$ cat src/rtl/pixel_pkg.sv
// Shared types, colour constants and geometry helpers for the breakout pixel renderer.
package pixel_pkg;

    localparam int unsigned COORD_W = 10;
    localparam int unsigned SUM_W   = COORD_W + 1;
    localparam int unsigned CH_W    = 8;
    localparam int unsigned RGB_W   = 3 * CH_W;

    typedef struct packed {
        logic [CH_W-1:0] r;
        logic [CH_W-1:0] g;
        logic [CH_W-1:0] b;
    } rgb_t;

    localparam rgb_t COL_BLACK  = rgb_t'(24'h000000);
    localparam rgb_t COL_PADDLE = rgb_t'(24'h00FF00);
    localparam rgb_t COL_BALL   = rgb_t'(24'hFF0000);
    localparam rgb_t COL_FLASH  = rgb_t'(24'hFFFFFF);

    // Five row colours, row 0 in the LSBs.
    localparam logic [5*RGB_W-1:0] DEF_ROW_COLORS =
        {24'h2060D0, 24'h20A020, 24'hC0C020, 24'hD08020, 24'hC03030};

    // Inclusive-low, exclusive-high span test; the high edge is formed one bit wider so it never wraps.
    function automatic logic span_hit(input logic [COORD_W-1:0] pos,
                                      input logic [COORD_W-1:0] lo,
                                      input int unsigned        size);
        logic [SUM_W-1:0] hi;
        hi = SUM_W'(lo) + SUM_W'(size);
        return (pos >= lo) && (SUM_W'(pos) < hi);
    endfunction

    // Cell index along one axis by comparing against constant cell boundaries.
    function automatic int unsigned grid_index(input logic [COORD_W-1:0] pos,
                                               input int unsigned        origin,
                                               input int unsigned        size,
                                               input int unsigned        count);
        int unsigned idx;
        idx = 0;
        for (int unsigned i = 1; i < count; i++) begin
            if (32'(pos) >= origin + i * size) idx = i;
        end
        return idx;
    endfunction

    function automatic int unsigned brick_bit(input int unsigned row,
                                              input int unsigned col,
                                              input int unsigned cols);
        return row * cols + col;
    endfunction

endpackage

$ cat src/rtl/pixel_pipeline_if.sv
// Game-state and VGA signal bundle between the timing/game logic and the pixel renderer.
interface pixel_pipeline_if #(
    parameter int unsigned N_BALLS  = 1,
    parameter int unsigned N_BRICKS = 50
);
    import pixel_pkg::*;

    logic                         frame_start;
    logic                         video_on;
    logic [COORD_W-1:0]           x;
    logic [COORD_W-1:0]           y;
    logic [COORD_W-1:0]           paddle_x;
    logic [COORD_W-1:0]           paddle_y;
    logic [COORD_W*N_BALLS-1:0]   ball_x;
    logic [COORD_W*N_BALLS-1:0]   ball_y;
    logic [N_BRICKS-1:0]          brick_state;
    logic [CH_W-1:0]              VGA_R;
    logic [CH_W-1:0]              VGA_G;
    logic [CH_W-1:0]              VGA_B;
    logic                         video_on_out;

    modport master (
        output frame_start, video_on, x, y, paddle_x, paddle_y, ball_x, ball_y, brick_state,
        input  VGA_R, VGA_G, VGA_B, video_on_out
    );

    modport slave (
        input  frame_start, video_on, x, y, paddle_x, paddle_y, ball_x, ball_y, brick_state,
        output VGA_R, VGA_G, VGA_B, video_on_out
    );

endinterface

$ cat src/rtl/brick_flash_ctrl.sv
// Per-frame brick snapshot plus per-brick flash counters (built only with PIXEL_HIT_FLASH_EN).
module brick_flash_ctrl #(
    parameter int unsigned N_BRICKS     = 50,
    parameter int unsigned FLASH_FRAMES = 6
) (
    input  logic                clk,
    input  logic                rst,
    input  logic                frame_start,
    input  logic [N_BRICKS-1:0] brick_state,
    output logic [N_BRICKS-1:0] snap,
    output logic [N_BRICKS-1:0] flashing
);

    // Brick map is only ever sampled at the frame boundary so a frame never tears.
    always_ff @(posedge clk) begin
        if (rst) begin
            snap <= '0;
        end else if (frame_start) begin
            snap <= brick_state;
        end
    end

`ifdef PIXEL_HIT_FLASH_EN
    localparam int unsigned CNT_W = $clog2(FLASH_FRAMES + 1);

    logic [CNT_W-1:0] cnt [N_BRICKS];

    // A brick dying this frame reloads its counter; otherwise live counters run down once per frame.
    always_ff @(posedge clk) begin
        if (rst) begin
            for (int i = 0; i < N_BRICKS; i++) cnt[i] <= '0;
            flashing <= '0;
        end else if (frame_start) begin
            for (int i = 0; i < N_BRICKS; i++) begin
                if (snap[i] && !brick_state[i]) begin
                    cnt[i]      <= CNT_W'(FLASH_FRAMES);
                    flashing[i] <= 1'b1;
                end else if (cnt[i] != '0) begin
                    cnt[i]      <= cnt[i] - 1'b1;
                    flashing[i] <= (cnt[i] != CNT_W'(1));
                end
            end
        end
    end
`else
    assign flashing = '0;
`endif

endmodule

$ cat src/rtl/pixel_pipeline.sv
// Two-stage registered breakout pixel renderer: paddle, balls and a snapshot brick field.
// Optional white flash on destroyed bricks when PIXEL_HIT_FLASH_EN is defined.
module pixel_pipeline
    import pixel_pkg::*;
#(
    parameter int unsigned N_BALLS       = 1,
    parameter int unsigned PADDLE_WIDTH  = 64,
    parameter int unsigned PADDLE_HEIGHT = 8,
    parameter int unsigned BALL_SIZE     = 6,
    parameter int unsigned BRICK_ROWS    = 5,
    parameter int unsigned BRICK_COLS    = 10,
    parameter int unsigned BRICK_WIDTH   = 60,
    parameter int unsigned BRICK_HEIGHT  = 18,
    parameter int unsigned BRICK_X0      = 20,
    parameter int unsigned BRICK_Y0      = 40,
    parameter logic [RGB_W*BRICK_ROWS-1:0] ROW_COLORS = DEF_ROW_COLORS,
    parameter int unsigned FLASH_FRAMES  = 6
) (
    input logic             clk,
    input logic             rst,
    pixel_pipeline_if.slave bus
);

    localparam int unsigned N_BRICKS = BRICK_ROWS * BRICK_COLS;
    localparam int unsigned FIELD_W  = BRICK_COLS * BRICK_WIDTH;
    localparam int unsigned FIELD_H  = BRICK_ROWS * BRICK_HEIGHT;
    localparam int unsigned ROW_W    = (BRICK_ROWS > 1) ? $clog2(BRICK_ROWS) : 1;
    localparam int unsigned COL_W    = (BRICK_COLS > 1) ? $clog2(BRICK_COLS) : 1;
    localparam int unsigned BIDX_W   = (N_BRICKS > 1) ? $clog2(N_BRICKS) : 1;

    logic [N_BRICKS-1:0] snap;
    logic [N_BRICKS-1:0] flashing;

    brick_flash_ctrl #(
        .N_BRICKS     (N_BRICKS),
        .FLASH_FRAMES (FLASH_FRAMES)
    ) u_flash (
        .clk         (clk),
        .rst         (rst),
        .frame_start (bus.frame_start),
        .brick_state (bus.brick_state),
        .snap        (snap),
        .flashing    (flashing)
    );

    // Stage 1: geometry hit tests.
    logic             paddle_hit_c;
    logic             ball_hit_c;
    logic             field_hit_c;
    logic [ROW_W-1:0] row_c;
    logic [COL_W-1:0] col_c;

    always_comb begin
        paddle_hit_c = span_hit(bus.x, bus.paddle_x, PADDLE_WIDTH) &&
                       span_hit(bus.y, bus.paddle_y, PADDLE_HEIGHT);
        ball_hit_c   = 1'b0;
        for (int i = 0; i < N_BALLS; i++) begin
            if (span_hit(bus.x, bus.ball_x[COORD_W*i +: COORD_W], BALL_SIZE) &&
                span_hit(bus.y, bus.ball_y[COORD_W*i +: COORD_W], BALL_SIZE)) begin
                ball_hit_c = 1'b1;
            end
        end
        field_hit_c  = span_hit(bus.x, COORD_W'(BRICK_X0), FIELD_W) &&
                       span_hit(bus.y, COORD_W'(BRICK_Y0), FIELD_H);
        row_c        = ROW_W'(grid_index(bus.y, BRICK_Y0, BRICK_HEIGHT, BRICK_ROWS));
        col_c        = COL_W'(grid_index(bus.x, BRICK_X0, BRICK_WIDTH, BRICK_COLS));
    end

    logic             s1_video_on;
    logic             s1_paddle;
    logic             s1_ball;
    logic             s1_field;
    logic [ROW_W-1:0] s1_row;
    logic [COL_W-1:0] s1_col;

    always_ff @(posedge clk) begin
        if (rst) begin
            s1_video_on <= 1'b0;
            s1_paddle   <= 1'b0;
            s1_ball     <= 1'b0;
            s1_field    <= 1'b0;
            s1_row      <= '0;
            s1_col      <= '0;
        end else begin
            s1_video_on <= bus.video_on;
            s1_paddle   <= paddle_hit_c;
            s1_ball     <= ball_hit_c;
            s1_field    <= field_hit_c;
            s1_row      <= row_c;
            s1_col      <= col_c;
        end
    end

    // Stage 2: brick lookup and layer priority.
    rgb_t row_rgb [BRICK_ROWS];

    for (genvar r = 0; r < BRICK_ROWS; r++) begin : g_row_rgb
        assign row_rgb[r] = rgb_t'(ROW_COLORS[RGB_W*r +: RGB_W]);
    end

    logic [BIDX_W-1:0] brick_idx_c;
    rgb_t              colour_c;

    always_comb begin
        brick_idx_c = BIDX_W'(brick_bit(32'(s1_row), 32'(s1_col), BRICK_COLS));
        colour_c    = COL_BLACK;
        if (s1_video_on) begin
            if (s1_paddle) begin
                colour_c = COL_PADDLE;
            end else if (s1_ball) begin
                colour_c = COL_BALL;
            end else if (s1_field && flashing[brick_idx_c]) begin
                colour_c = COL_FLASH;
            end else if (s1_field && snap[brick_idx_c]) begin
                colour_c = row_rgb[s1_row];
            end
        end
    end

    rgb_t pix;
    logic s2_video_on;

    always_ff @(posedge clk) begin
        if (rst) begin
            pix         <= COL_BLACK;
            s2_video_on <= 1'b0;
        end else begin
            pix         <= colour_c;
            s2_video_on <= s1_video_on;
        end
    end

    assign bus.VGA_R        = pix.r;
    assign bus.VGA_G        = pix.g;
    assign bus.VGA_B        = pix.b;
    assign bus.video_on_out = s2_video_on;

endmodule
$ cat src/flat_wrapper.sv
// flat-port wrapper written by rule: the top's interface ports become plain ports
module pixel_pipeline_flat import pixel_pkg::*;
#(
    parameter int unsigned N_BALLS       = 1,
    parameter int unsigned PADDLE_WIDTH  = 64,
    parameter int unsigned PADDLE_HEIGHT = 8,
    parameter int unsigned BALL_SIZE     = 6,
    parameter int unsigned BRICK_ROWS    = 5,
    parameter int unsigned BRICK_COLS    = 10,
    parameter int unsigned BRICK_WIDTH   = 60,
    parameter int unsigned BRICK_HEIGHT  = 18,
    parameter int unsigned BRICK_X0      = 20,
    parameter int unsigned BRICK_Y0      = 40,
    parameter logic [RGB_W*BRICK_ROWS-1:0] ROW_COLORS = DEF_ROW_COLORS,
    parameter int unsigned FLASH_FRAMES  = 6
)
  (clk, rst, bus_frame_start, bus_video_on, bus_x, bus_y, bus_paddle_x, bus_paddle_y, bus_ball_x, bus_ball_y, bus_brick_state, bus_VGA_R, bus_VGA_G, bus_VGA_B, bus_video_on_out);
  pixel_pipeline_if #(.N_BALLS(N_BALLS)) bus_i ();
  input logic clk;
  input logic rst;
  input wire logic [$bits(bus_i.frame_start)-1:0] bus_frame_start;
  input wire logic [$bits(bus_i.video_on)-1:0] bus_video_on;
  input wire logic [$bits(bus_i.x)-1:0] bus_x;
  input wire logic [$bits(bus_i.y)-1:0] bus_y;
  input wire logic [$bits(bus_i.paddle_x)-1:0] bus_paddle_x;
  input wire logic [$bits(bus_i.paddle_y)-1:0] bus_paddle_y;
  input wire logic [$bits(bus_i.ball_x)-1:0] bus_ball_x;
  input wire logic [$bits(bus_i.ball_y)-1:0] bus_ball_y;
  input wire logic [$bits(bus_i.brick_state)-1:0] bus_brick_state;
  output wire logic [$bits(bus_i.VGA_R)-1:0] bus_VGA_R;
  output wire logic [$bits(bus_i.VGA_G)-1:0] bus_VGA_G;
  output wire logic [$bits(bus_i.VGA_B)-1:0] bus_VGA_B;
  output wire logic [$bits(bus_i.video_on_out)-1:0] bus_video_on_out;
  assign bus_i.frame_start = bus_frame_start;
  assign bus_i.video_on = bus_video_on;
  assign bus_i.x = bus_x;
  assign bus_i.y = bus_y;
  assign bus_i.paddle_x = bus_paddle_x;
  assign bus_i.paddle_y = bus_paddle_y;
  assign bus_i.ball_x = bus_ball_x;
  assign bus_i.ball_y = bus_ball_y;
  assign bus_i.brick_state = bus_brick_state;
  assign bus_VGA_R = bus_i.VGA_R;
  assign bus_VGA_G = bus_i.VGA_G;
  assign bus_VGA_B = bus_i.VGA_B;
  assign bus_video_on_out = bus_i.video_on_out;
  pixel_pipeline #(.N_BALLS(N_BALLS), .PADDLE_WIDTH(PADDLE_WIDTH), .PADDLE_HEIGHT(PADDLE_HEIGHT), .BALL_SIZE(BALL_SIZE), .BRICK_ROWS(BRICK_ROWS), .BRICK_COLS(BRICK_COLS), .BRICK_WIDTH(BRICK_WIDTH), .BRICK_HEIGHT(BRICK_HEIGHT), .BRICK_X0(BRICK_X0), .BRICK_Y0(BRICK_Y0), .ROW_COLORS(ROW_COLORS), .FLASH_FRAMES(FLASH_FRAMES)) u_core (.clk(clk), .rst(rst), .bus(bus_i));
endmodule
$ cat config.mk
export PLATFORM = sky130hd
export DESIGN_NAME = pixel_pipeline_flat
export DESIGN_NICKNAME = d
export VERILOG_FILES = /design/src/rtl/pixel_pkg.sv /design/src/rtl/pixel_pipeline_if.sv /design/src/rtl/brick_flash_ctrl.sv /design/src/rtl/pixel_pipeline.sv /design/src/flat_wrapper.sv
export SDC_FILE = /design/constraint.sdc
export NUM_CORES = 1
export LEC_CHECK = 0
export ABC_AREA = 1
export BUFFER_PORTS_ARGS = -buffer_cell sky130_fd_sc_hd__buf_2
export CAP_MARGIN = 20
export CORE_ASPECT_RATIO = 1.4
export CORE_UTILIZATION = 53
export CTS_BUF_LIST = sky130_fd_sc_hd__clkbuf_4
export CTS_CLUSTER_DIAMETER = 100
export DETAILED_ROUTE_END_ITERATION = 10
export GPL_TIMING_DRIVEN = 1
export PLACE_DENSITY = 0.85
export SYNTH_ARGS = -nofsm -noshare
export SYNTH_HDL_FRONTEND = slang
export SYNTH_SLANG_ARGS = --single-unit
$ cat constraint.sdc
create_clock -name clk -period 3 [get_ports clk]
set_input_delay 0.3 -clock clk [delete_from_list [all_inputs] [get_ports clk]]
set_output_delay 0.3 -clock clk [all_outputs]
set_load 0.05 [all_outputs]
# ---- After elaboration in Yosys (flattened, before gate mapping)
# Memory sizes are Yosys's and may differ from the RTL's.
# Cells that the tools add are included.
dict set report totals {
  regBits 86
  mem_bits_ro 256
  inputBits 114
  word_cells 89
  mem_count 2
}
# name words word_bits rd rd_ports_with_merged_regs write_ports line_no
set memory_table {}
lappend memory_table {{(no name shown)} 8 24 1 0 0 pixel_pipeline.sv:115} ;# colour_c = row_rgb[s1_row];
lappend memory_table {{(no name shown)} 64 1 1 0 0 pixel_pipeline.sv:112} ;# end else if (s1_field && flashing[brick_idx_c]) begin
dict set report classes {
  add_sub_neg 5
  n_mul 1
  order_cmp 27
  muxes 23
  bitwise 2
  n_reduce_logical 16
}
# op n
set op_table {}
lappend op_table {{2-to-1 mux 24 bit} 5}
lappend op_table {{greater-or-equal comparator 10 x 9 -> 1 bit (second input constant)} 5}
lappend op_table {{less-than comparator 10 x 11 -> 1 bit} 4}
lappend op_table {{greater-or-equal comparator 10 bit} 4}
lappend op_table {{greater-or-equal comparator 10 x 7 -> 1 bit (second input constant)} 4}
lappend op_table {{adder 10 x 3 -> 11 bit (second input constant)} 2}
lappend op_table {{greater-or-equal comparator 10 x 6 -> 1 bit (second input constant)} 2}
lappend op_table {{greater-or-equal comparator 10 x 8 -> 1 bit (second input constant)} 2}
lappend op_table {{2-to-1 mux 16 bit} 1}
lappend op_table {{2-to-1 mux 3 bit} 5}
lappend op_table {{adder 10 x 4 -> 11 bit (second input constant)} 1}
lappend op_table {{adder 10 x 7 -> 11 bit (second input constant)} 1}
lappend op_table {{logical AND 1 bit} 11}
lappend op_table {{greater-or-equal comparator 10 bit (second input constant)} 1}
lappend op_table {{greater-or-equal comparator 10 x 5 -> 1 bit (second input constant)} 1}
lappend op_table {{less-than comparator 10 bit (second input constant)} 1}
lappend op_table {{less-than comparator 10 x 8 -> 1 bit (second input constant)} 1}
lappend op_table {{2-to-1 mux 2 bit} 4}
lappend op_table {{2-to-1 mux 4 bit} 2}
lappend op_table {{less-than comparator 6 x 7 -> 1 bit (second input constant)} 1}
lappend op_table {{adder 6 x 4 -> 6 bit} 1}
lappend op_table {{binary-select mux 1 bit (select 6 bit)} 1}
lappend op_table {{OR reduction 3 bit} 2}
lappend op_table {{multiplier 3 x 3 -> 5 bit (second input constant)} 1}
lappend op_table {{6 further kinds} 11}

# ---- Depth between registers and ports, before layout
# Gate-level depths: netlist of the first run.
dict set report logic_depth {
  depth_word 10
  mapped_depth 14
  ltp_nobuf 14
}

# ---- By module
# Synthesis of the first run repeated with hierarchy kept, for this count alone.
dict set report hier_totals {
  cells_unflattened 1123
  area_unflattened_um2 7218.2
}
# module instances cells_per_inst area_each_um2 seq_area_each_um2
set modules_own_cells {}
lappend modules_own_cells {pixel_pipeline 1 755 4762.1 500.5}
lappend modules_own_cells {brick_flash_ctrl 1 368 2456.1 1001.0}

# ---- Least setup slack after synthesis of the first run
# No wires, ideal clock.
dict set report synth_timing {
  kind {input to register}
  start {input port bus_ball_x[1]}
  end {register u_core.s1_ball}
  arrival_time_ps 2101
  t_required_ps 2922
  slack_ps 821
  stages 13
  n_path_buf 0
  cell_sequence {inv_1 -> ha_1 -> or2_2 -> nor2_1 -> nand3_1 -> nor3_1 -> xor2_1 -> ha_1 -> nand4_1 -> nand2_1 -> nor2_1 -> nand3_1 -> nor3_1}
}
dict set report synth_via {
  elab_chain_len 5
}
# element line_no
set synth_lines {}
lappend synth_lines {{start: declaration} flat_wrapper.sv:27} ;# input wire logic [$bits(bus_i.ball_x)-1:0] bus_ball_x;
lappend synth_lines {{adder 10 x 3 -> 11 bit} pixel_pkg.sv:29} ;# hi = SUM_W'(lo) + SUM_W'(size);
lappend synth_lines {{less-than comparator 10 x 11 -> 1 bit} pixel_pkg.sv:30} ;# return (pos >= lo) && (SUM_W'(pos) < hi);
lappend synth_lines {{logical AND 1 bit (*)} pixel_pkg.sv:30}
lappend synth_lines {{logical AND 1 bit (*)} pixel_pipeline.sv:58} ;# if (span_hit(bus.x, bus.ball_x[COORD_W*i +: COORD_W], BALL_SIZE) &&
lappend synth_lines {{2-to-1 mux 1 bit (*)} pixel_pipeline.sv:58}
lappend synth_lines {{end signal: assignment} pixel_pipeline.sv:87} ;# s1_ball <= ball_hit_c;
lappend synth_lines {{end: declaration} pixel_pipeline.sv:71} ;# logic s1_ball;
# Mark *: on every way between the ends. The rest lies on a longest branch, timed or not.
# A chain may end at the register's enable or synchronous reset.

# ---- Worst setup path after layout of the first run
dict set report layout_timing {
  start {register u_core.s1_row[2]}
  end {register u_core.pix, in the netlist u_core.bus.VGA_R[6]}
}
dict set report layout_via {
  elab_chain_len 8
}
# element line_no
set layout_lines {}
lappend layout_lines {{start: declaration} pixel_pipeline.sv:73} ;# logic [ROW_W-1:0] s1_row;
lappend layout_lines {{start signal: assignment} pixel_pipeline.sv:89} ;# s1_row <= row_c;
lappend layout_lines {{multiplier 3 x 3 -> 5 bit} pixel_pkg.sv:49} ;# return row * cols + col;
lappend layout_lines {{adder 6 x 4 -> 6 bit} pixel_pkg.sv:49}
lappend layout_lines {{binary-select mux 1 bit (select 6 bit)} pixel_pipeline.sv:114} ;# end else if (s1_field && snap[brick_idx_c]) begin
lappend layout_lines {{2-to-1 mux 1 bit (not written as such)} pixel_pipeline.sv:114}
lappend layout_lines {{logical AND 1 bit} pixel_pipeline.sv:114}
lappend layout_lines {{2-to-1 mux 24 bit} pixel_pipeline.sv:114}
lappend layout_lines {{2-to-1 mux 24 bit (*)} pixel_pipeline.sv:112}
lappend layout_lines {{2-to-1 mux 24 bit (*)} pixel_pipeline.sv:110} ;# end else if (s1_ball) begin
lappend layout_lines {{end signal: assignment} pixel_pipeline.sv:128} ;# pix <= colour_c;
lappend layout_lines {{end: declaration} pixel_pipeline.sv:120} ;# rgb_t pix;
# Mark *: on every way between the ends. The rest lies on a longest branch, timed or not. The select of a mux whose other input is x is not followed.

==> results.yml, run 1 <==
setup_path:
  ff2ff_path_depth: 11
  end_kind: "flip-flop"
  cp_data_required_time_ns: 3.36
  crit_type: "reg -> reg"
  timing.rr.start: "u_core.s1_row[2]"
  startpoint_type: "flip-flop"
  critPathMaxFanout: 8
  cpMaxStageDelayCell: "dfxtp_1"
  ff2ff_setup_slack_ns: 0.69
  startpoint: "u_core.s1_row[2]"
  cp.arrival_ns: 2.67
  worstPathCellList: "ha_1 > ha_1 > nand2_1 > inv_1 > nor2_1 > inv_2 > nand3_2 > nand3_2 > a21oi_4 > nand2_4 > o21ai_1"
  reg2reg_to: "u_core.bus.VGA_R[6]"
  slowest_delay_ns: 0.51
yosys:
  ys_types: 45
  ys_ff_latch: 74
  syn-cell-area_um2: 5840
  synthArstFlopShare_pct: 0
  synthFlopType: "dfxtp_1"
  ys_seq_area_share_pct: 25.4
  ys_top_cells_by_area: "dfxtp_1 (25%), ha_1 (18%), nor2_1 (11%)"
  synth_cells: 861
  yosys_warnings: 0
  synth_enable_flop_cells: 0
  synth.top_cell.area_share_pct: 25.4
  avgSynthCellArea_um2: 6.78
  yosys.area.top_type: "dfxtp_1"
cells_and_area:
  syn_to_final_growth_pct: 14.8
  final_area_um2: 6710
  drive_above_1_share_pct: 17.8
  stdcell_count: 1127
  nets: 1176
sta:
  rsz0062_at_grt: "false"
  slew_violations: 0
  finalSetupViolations: 0
  slew_headroom_pct: 62.4
  fin_setup_tns_ns: 0
  hold_slack_ns: 0.0637
  max_freq_mhz: 433
  fin_worst_skew_ns: 0.0157
  finalCriticalPeriod_ns: 2.31
  final.period_utilization_pct: 77.1
  worst_pin_slew_ns: 0.564
  final_hold_viol_count: 0
clock_tree:
  holdBufCountCts: 0
  cts_setup_buffers: 0
  htreeDepth: 3
  worstSkewPairLatency_ns: 0.43
  cts.clk_slew.worst_paths_ns: 0.13
  tritoncts.num_buffers: 9
  cts_sinks: 74
  cts_resized: 0
  cts_tree: "yes"
  root_buffer: "clkbuf_4"
  clk_path_buf_depth: 2
global_routing:
  antenna_found_initial: 2
  met3_usage_pct: 3.38
  grt_pass1_wl_um: 23600
  grt.overflow.total: 0
  grtUsageMet2_pct: 47.5
  grt_use_met1_pct: 27.0
  gr-max-usage-layer: "met2"
  grt_max_degree: 53
  grt_use_total_pct: 24.9
  grt_pass1_vias: 5566
min_path:
  holdPathEnd: "u_core.s1_video_on"
  holdCritPathClass: "in -> reg"
  holdCritStartpoint: "bus_video_on"
  min_path_cells: 3
floorplan:
  dieArea_um2: 11500
  fp-row-count: 45
  die_w_um: 90.7
  start_util_pct: 54.0
  ios: 139
  die_h_um: 126
  core-area_um2: 10800
drt:
  ant_nets: 0
  first_iter_violations: 278
  wl_per_cell_um: 12.4
  drc: 4
  routed_wl_um: 14000
  dr.pass1.iters: 8
  viasPerCell: 5.29
  via_count: 5964
power_and_ir_drop:
  p_leak_nw: 3.46
  vdd_drop_max_uv: 215
  cellPowerDensity_nw_per_um2: 382
placed_design:
  gp_congestion: 0.933
  hpwl_um: 10900
  placed_area_um2: 6520
  io_buffers: 134
  dp_cells: 1109
run:
  max_cap_viol_count: 0
run_status:
  failed_checks: "DRC"
  outcome: "complete, but fails checks"
==> flip-flops by register name (all words and copies together) (netlist names) <==
signal and cells:
u_core.u_flash.snap 50, u_core.bus.VGA_G 5, u_core.bus.video_on_out 1, u_core.s1_paddle 1
u_core.s1_field 1, u_core.s1_col 4, u_core.s1_row 3, u_core.s1_ball 1
u_core.bus.VGA_B 3, u_core.s1_video_on 1, u_core.bus.VGA_R 4
==> logic make-up (layout without fill, tap and decap cells) <==
family | count (synthesis) | in the layout | synth area share, %
simple gates | 427 | 427 | 31.5
compound gates | 137 | 137 | 12.9
xor+xnor | 20 | 20 | 3.00
buf+inv | 119 | 239 | 9.32
other cells | 1 | 6 | 0.0642
fa+ha+maj | 83 | 83 | 17.9
flops | 74 | 74 | 25.4
==> worst max-delay path, delay by kind of cell (launching register included) <==
family,cells,cell delay (ns)
simple gates,5,0.61
fa+ha+maj,2,0.62
flops,1,0.51
compound gates,2,0.34
buf+inv,2,0.16
==> report_power, final <==
part	total, W	internal, W	switching (W)
registers	0.00107	0.00104	0.0000285
logic	0.000717	0.000277	0.000440
clock network	0.000778	0.000420	0.000358
total	0.00256	0.00173	0.000827
==> metal layers <==
metal / part of all wire [%] / wire length (µm)
met1: 39 / 5490
met2: 54 / 7490
met5: 0 / 0
met4: 2.6 / 363
met3: 4.4 / 620
==> how the worst max path moves through the flow <==
stage	to	slack, ns
floorplan	u_core.s1_ball	0.82
global placement	u_core.s1_ball	0.59
detailed placement	u_core.s1_ball	0.46
CTS	u_core.bus.VGA_R[6]	0.69
global route	u_core.bus.VGA_G[7]	0.51
finish	u_core.bus.VGA_R[6]	0.69
==> Yosys cell counts, types with 2 or more instances <==
library cell  instances
a211oi_1              3
a21o_1                2
a21oi_1              41
a31oi_1               2
buf_2                 2
buf_4                14
clkbuf_1             15
dfxtp_1              74
ha_1                 82
inv_1                79
inv_2                 3
nand2_1             145
nand2_2               3
nand3_1              67
nand3_2               5
nand3b_1              3
nand4_1              14
nor2_1              164
nor3_1               14
nor3_2                3
nor3b_1               3
nor4_1                2
o211ai_1              3
o21a_1                4
o21ai_0              69
o21ai_1               5
o21bai_1              2
or2_2                 3
xnor2_1               2
xor2_1               18
==> metrics by stage <==
step           total power, W  util, %  setup slack, ns
6_report              0.00256     62.0            0.688
5_1_grt               0.00273     62.0            0.512
4_1_cts               0.00258     62.0            0.690
3_5_place_dp          0.00180     60.3            0.462
3_3_place_gp          0.00179     60.3            0.587
2_1_floorplan         0.00158        -            0.821
==> cell type report <==
cell class | instances | area, µm²
antenna | 2 | 5.00
inverter | 84 | 323
fill | 1095 | 4100
clock buffer | 9 | 67.6
multi-input combinational | 671 | 3830
sequential | 74 | 1480
clock inverter | 7 | 118
tap | 141 | 176
timing repair buffer | 139 | 708
==> cells in the final DEF (no fill, tap or decap), types with 2 or more instances in the layout <==
master	count
nor3b_1	3
xnor2_1	2
o21a_1	4
inv_2	3
bufinv_16	3
nor4_1	2
clkbuf_4	9
o21ai_1	5
or2_2	3
nand2_2	3
buf_2	134
ha_1	82
o21ai_0	69
nand4_1	14
nand3b_1	3
buf_4	5
xor2_1	18
a31oi_1	2
a21o_1	2
inv_1	79
a21oi_1	41
nor3_2	3
nor3_1	14
nand2_1	145
conb_1	4
clkinvlp_4	2
dfxtp_1	74
o21bai_1	2
clkinv_1	2
nor2_1	164
nand3_1	67
diode_2	2
o211ai_1	3
a211oi_1	3
nand3_2	5
(Power assumes the default switching activity.)
==> run 2: changes to the inputs <==
--- a/config.mk
+++ b/config.mk
@@ -9,7 +9,7 @@
 export BUFFER_PORTS_ARGS = -buffer_cell sky130_fd_sc_hd__buf_2
 export CAP_MARGIN = 20
 export CORE_ASPECT_RATIO = 1.4
-export CORE_UTILIZATION = 53
+export CORE_UTILIZATION = 51
 export CTS_BUF_LIST = sky130_fd_sc_hd__clkbuf_4
 export CTS_CLUSTER_DIAMETER = 100
 export DETAILED_ROUTE_END_ITERATION = 10
==> constraint.sdc (replaced) <==
create_clock -name clk -period 1.9 [get_ports clk]
set_input_delay 0.19 -clock clk [delete_from_list [all_inputs] [get_ports clk]]
set_output_delay 0.19 -clock clk [all_outputs]
set_load 0.05 [all_outputs]
==> run 2 against run 1 <==
Compared with the run above:
- wire length is 13% higher
- critical endpoint unchanged
- via count grew 6.3%
- highest routed layer unchanged
- non-clock buffer count up 75
- count of clock-buffer cells in the layout increased by 3
- final cell count grew 6.5%
- the flow finishes with violations (setup timing)
- critical path type unchanged
==> results.yml, run 2 (synthesis results as in run 1) <==
run_status:
  outcome: "complete, but fails checks"
  failed_checks: "setup timing"
power_and_ir_drop:
  cellPowerDensity_nw_per_um2: 531
  p_leak_nw: 3.80
  combPwrFrac_pct: 34.0
  finalPower_w: 0.00399
  power_frac_clock_pct: 23.8
  power.internal_w: 0.00266
  sequentialPowerShare_pct: 42.2
  vdd_drop_max_uv: 268
  switching_share_pct: 33.4
  switchingPower_w: 0.00133
drt:
  drc: 0
  via_count: 6338
  wl_per_cell_um: 13.2
  wl_met3_um: 695
  ant_nets: 0
  routedLengthMet1_um: 6150
  viasPerCell: 5.28
  routed_wl_um: 15800
  wl_met2_um: 8450
  first_iter_violations: 288
  dr.pass1.iters: 5
  maxUsedRoutingLayer: "met4"
sta:
  finalWorstSetupSlack_ns: -0.120
  fin_setup_tns_ns: -0.866
  finalCriticalPeriod_ns: 2.02
  slew_violations: 0
  rsz0062_at_grt: "true"
  fin_worst_skew_ns: 0.0191
  max_freq_mhz: 495
  final.period_utilization_pct: 106
  finalSetupViolations: 10
  hold_slack_ns: 0.0285
  final_hold_viol_count: 0
setup_path:
  cp.arrival_ns: 2.36
  critPathMaxFanout: 8
  startpoint_type: "flip-flop"
  end_kind: "flip-flop"
  cp_data_required_time_ns: 2.24
  crit_type: "reg -> reg"
  ff2ff_setup_slack_ns: -0.12
clock_tree:
  worstSkewPairLatency_ns: 0.42
  cts_tree: "yes"
  tritoncts.num_buffers: 9
  htreeDepth: 3
  cts.clk_slew.worst_paths_ns: 0.10
  root_buffer: "clkbuf_4"
  clk_path_buf_depth: 2
  cts_sinks: 74
cells_and_area:
  nets: 1251
  final_cell_mix: "nor2_1 (159), nand2_1 (141), buf_2 (134)"
  syn_to_final_growth_pct: 28.5
  layout_commonest_cell: "nor2_1"
  final_area_um2: 7510
  top_register: "u_core.u_flash.snap"
  largest_reg_flops: 50
  drive_above_1_share_pct: 22.0
  num_antenna_cells: 0
floorplan:
  fp-row-count: 45
  core-area_um2: 11000
  dieArea_um2: 11900
  start_util_pct: 53.2
  die_w_um: 92.5
  ios: 139
  die_h_um: 129
global_routing:
  grt_pass1_wl_um: 26100
  grt_max_degree: 53
  grt_pass1_vias: 6150
  antenna_found_initial: 0
  grt_use_total_pct: 27.0
  grt.overflow.total: 0
placed_design:
  hpwl_um: 11300
  io_buffers: 134
  placed_area_um2: 6780
  gp_congestion: 0.885
run:
  max_cap_viol_count: 0
min_path:
  holdCritPathClass: "in -> reg"
## run 2: cell types whose count changed in the layout (fill, tap and decap cells not counted), sizes merged
cell,previous run,this run
clkinv,3,4
buf,139,169
clkbuf,9,12
diode,2,0
dlygate4sd3,0,45
bufinv,3,1
clkinvlp,2,0
## run 2: layout make-up
| cell class | count | area, µm² |
|---|---|---|
| tap | 141 | 176 |
| fill | 944 | 3470 |
| clock buffer | 12 | 90.1 |
| multi-input combinational | 671 | 3980 |
| inverter | 84 | 325 |
| timing repair buffer | 214 | 1400 |
| clock inverter | 4 | 42.5 |
| sequential | 74 | 1490 |
## run 2: power groups by stage
stage          clock network (W)  registers (W)  logic [W]
6_report                0.000948        0.00169    0.00136
5_1_grt                  0.00103        0.00169    0.00153
4_1_cts                 0.000958        0.00168    0.00129
3_5_place_dp                   0        0.00172    0.00120
3_3_place_gp                   0        0.00171    0.00117
2_1_floorplan                  0        0.00171   0.000797
## run 2: path summary, 6_finish.rpt
check / start / to / cells after the start
setup / recovery: u_core.s1_row[0] / u_core.bus.VGA_R[6] / 8
hold / removal: bus_brick_state[10] / u_core.u_flash.snap[10] / 3
setup reg to reg: u_core.s1_row[0] / u_core.bus.VGA_R[6] / 8
hold reg to reg: u_core.u_flash.snap[48] / u_core.u_flash.snap[48] / 2
## run 2: critical path: stages, from the launching register on
cell     delay, ns
dfxtp_4       0.38
ha_4          0.17
fa_2          0.62
nand3_1       0.12
nand3_2       0.09
nand3_2       0.09
a21oi_4       0.21
nand2_4       0.12
o21ai_1       0.14
## run 2: metal layers
metal / global-route usage (%) / vias to the layer above
met2: 52.3 / 212
met3: 4.14 / 53
met1: 28.0 / 2836
met4: 12.1 / 0
met5: 0 / -
li1: - / 3237
## run 2: per-stage QoR
stage	std cells	util, %	setup slack (ns)
floorplan	864	-	-0.00311
global placement	1137	61.8	-0.186
detailed placement	1137	61.8	-0.252
CTS	1198	67.5	-0.115
global route	1200	68.4	-0.225
finish	1200	68.4	-0.120
## run 2: repair_timing
item | 4_1_cts | 5_1_grt
pin swaps | 3 | 4
hold buffers | 45 | 0
resized for setup | 8 | 22
setup buffers | 0 | 2
endpoints found under the setup margin | 10 | 10
endpoints found under the hold margin | 45 | 0
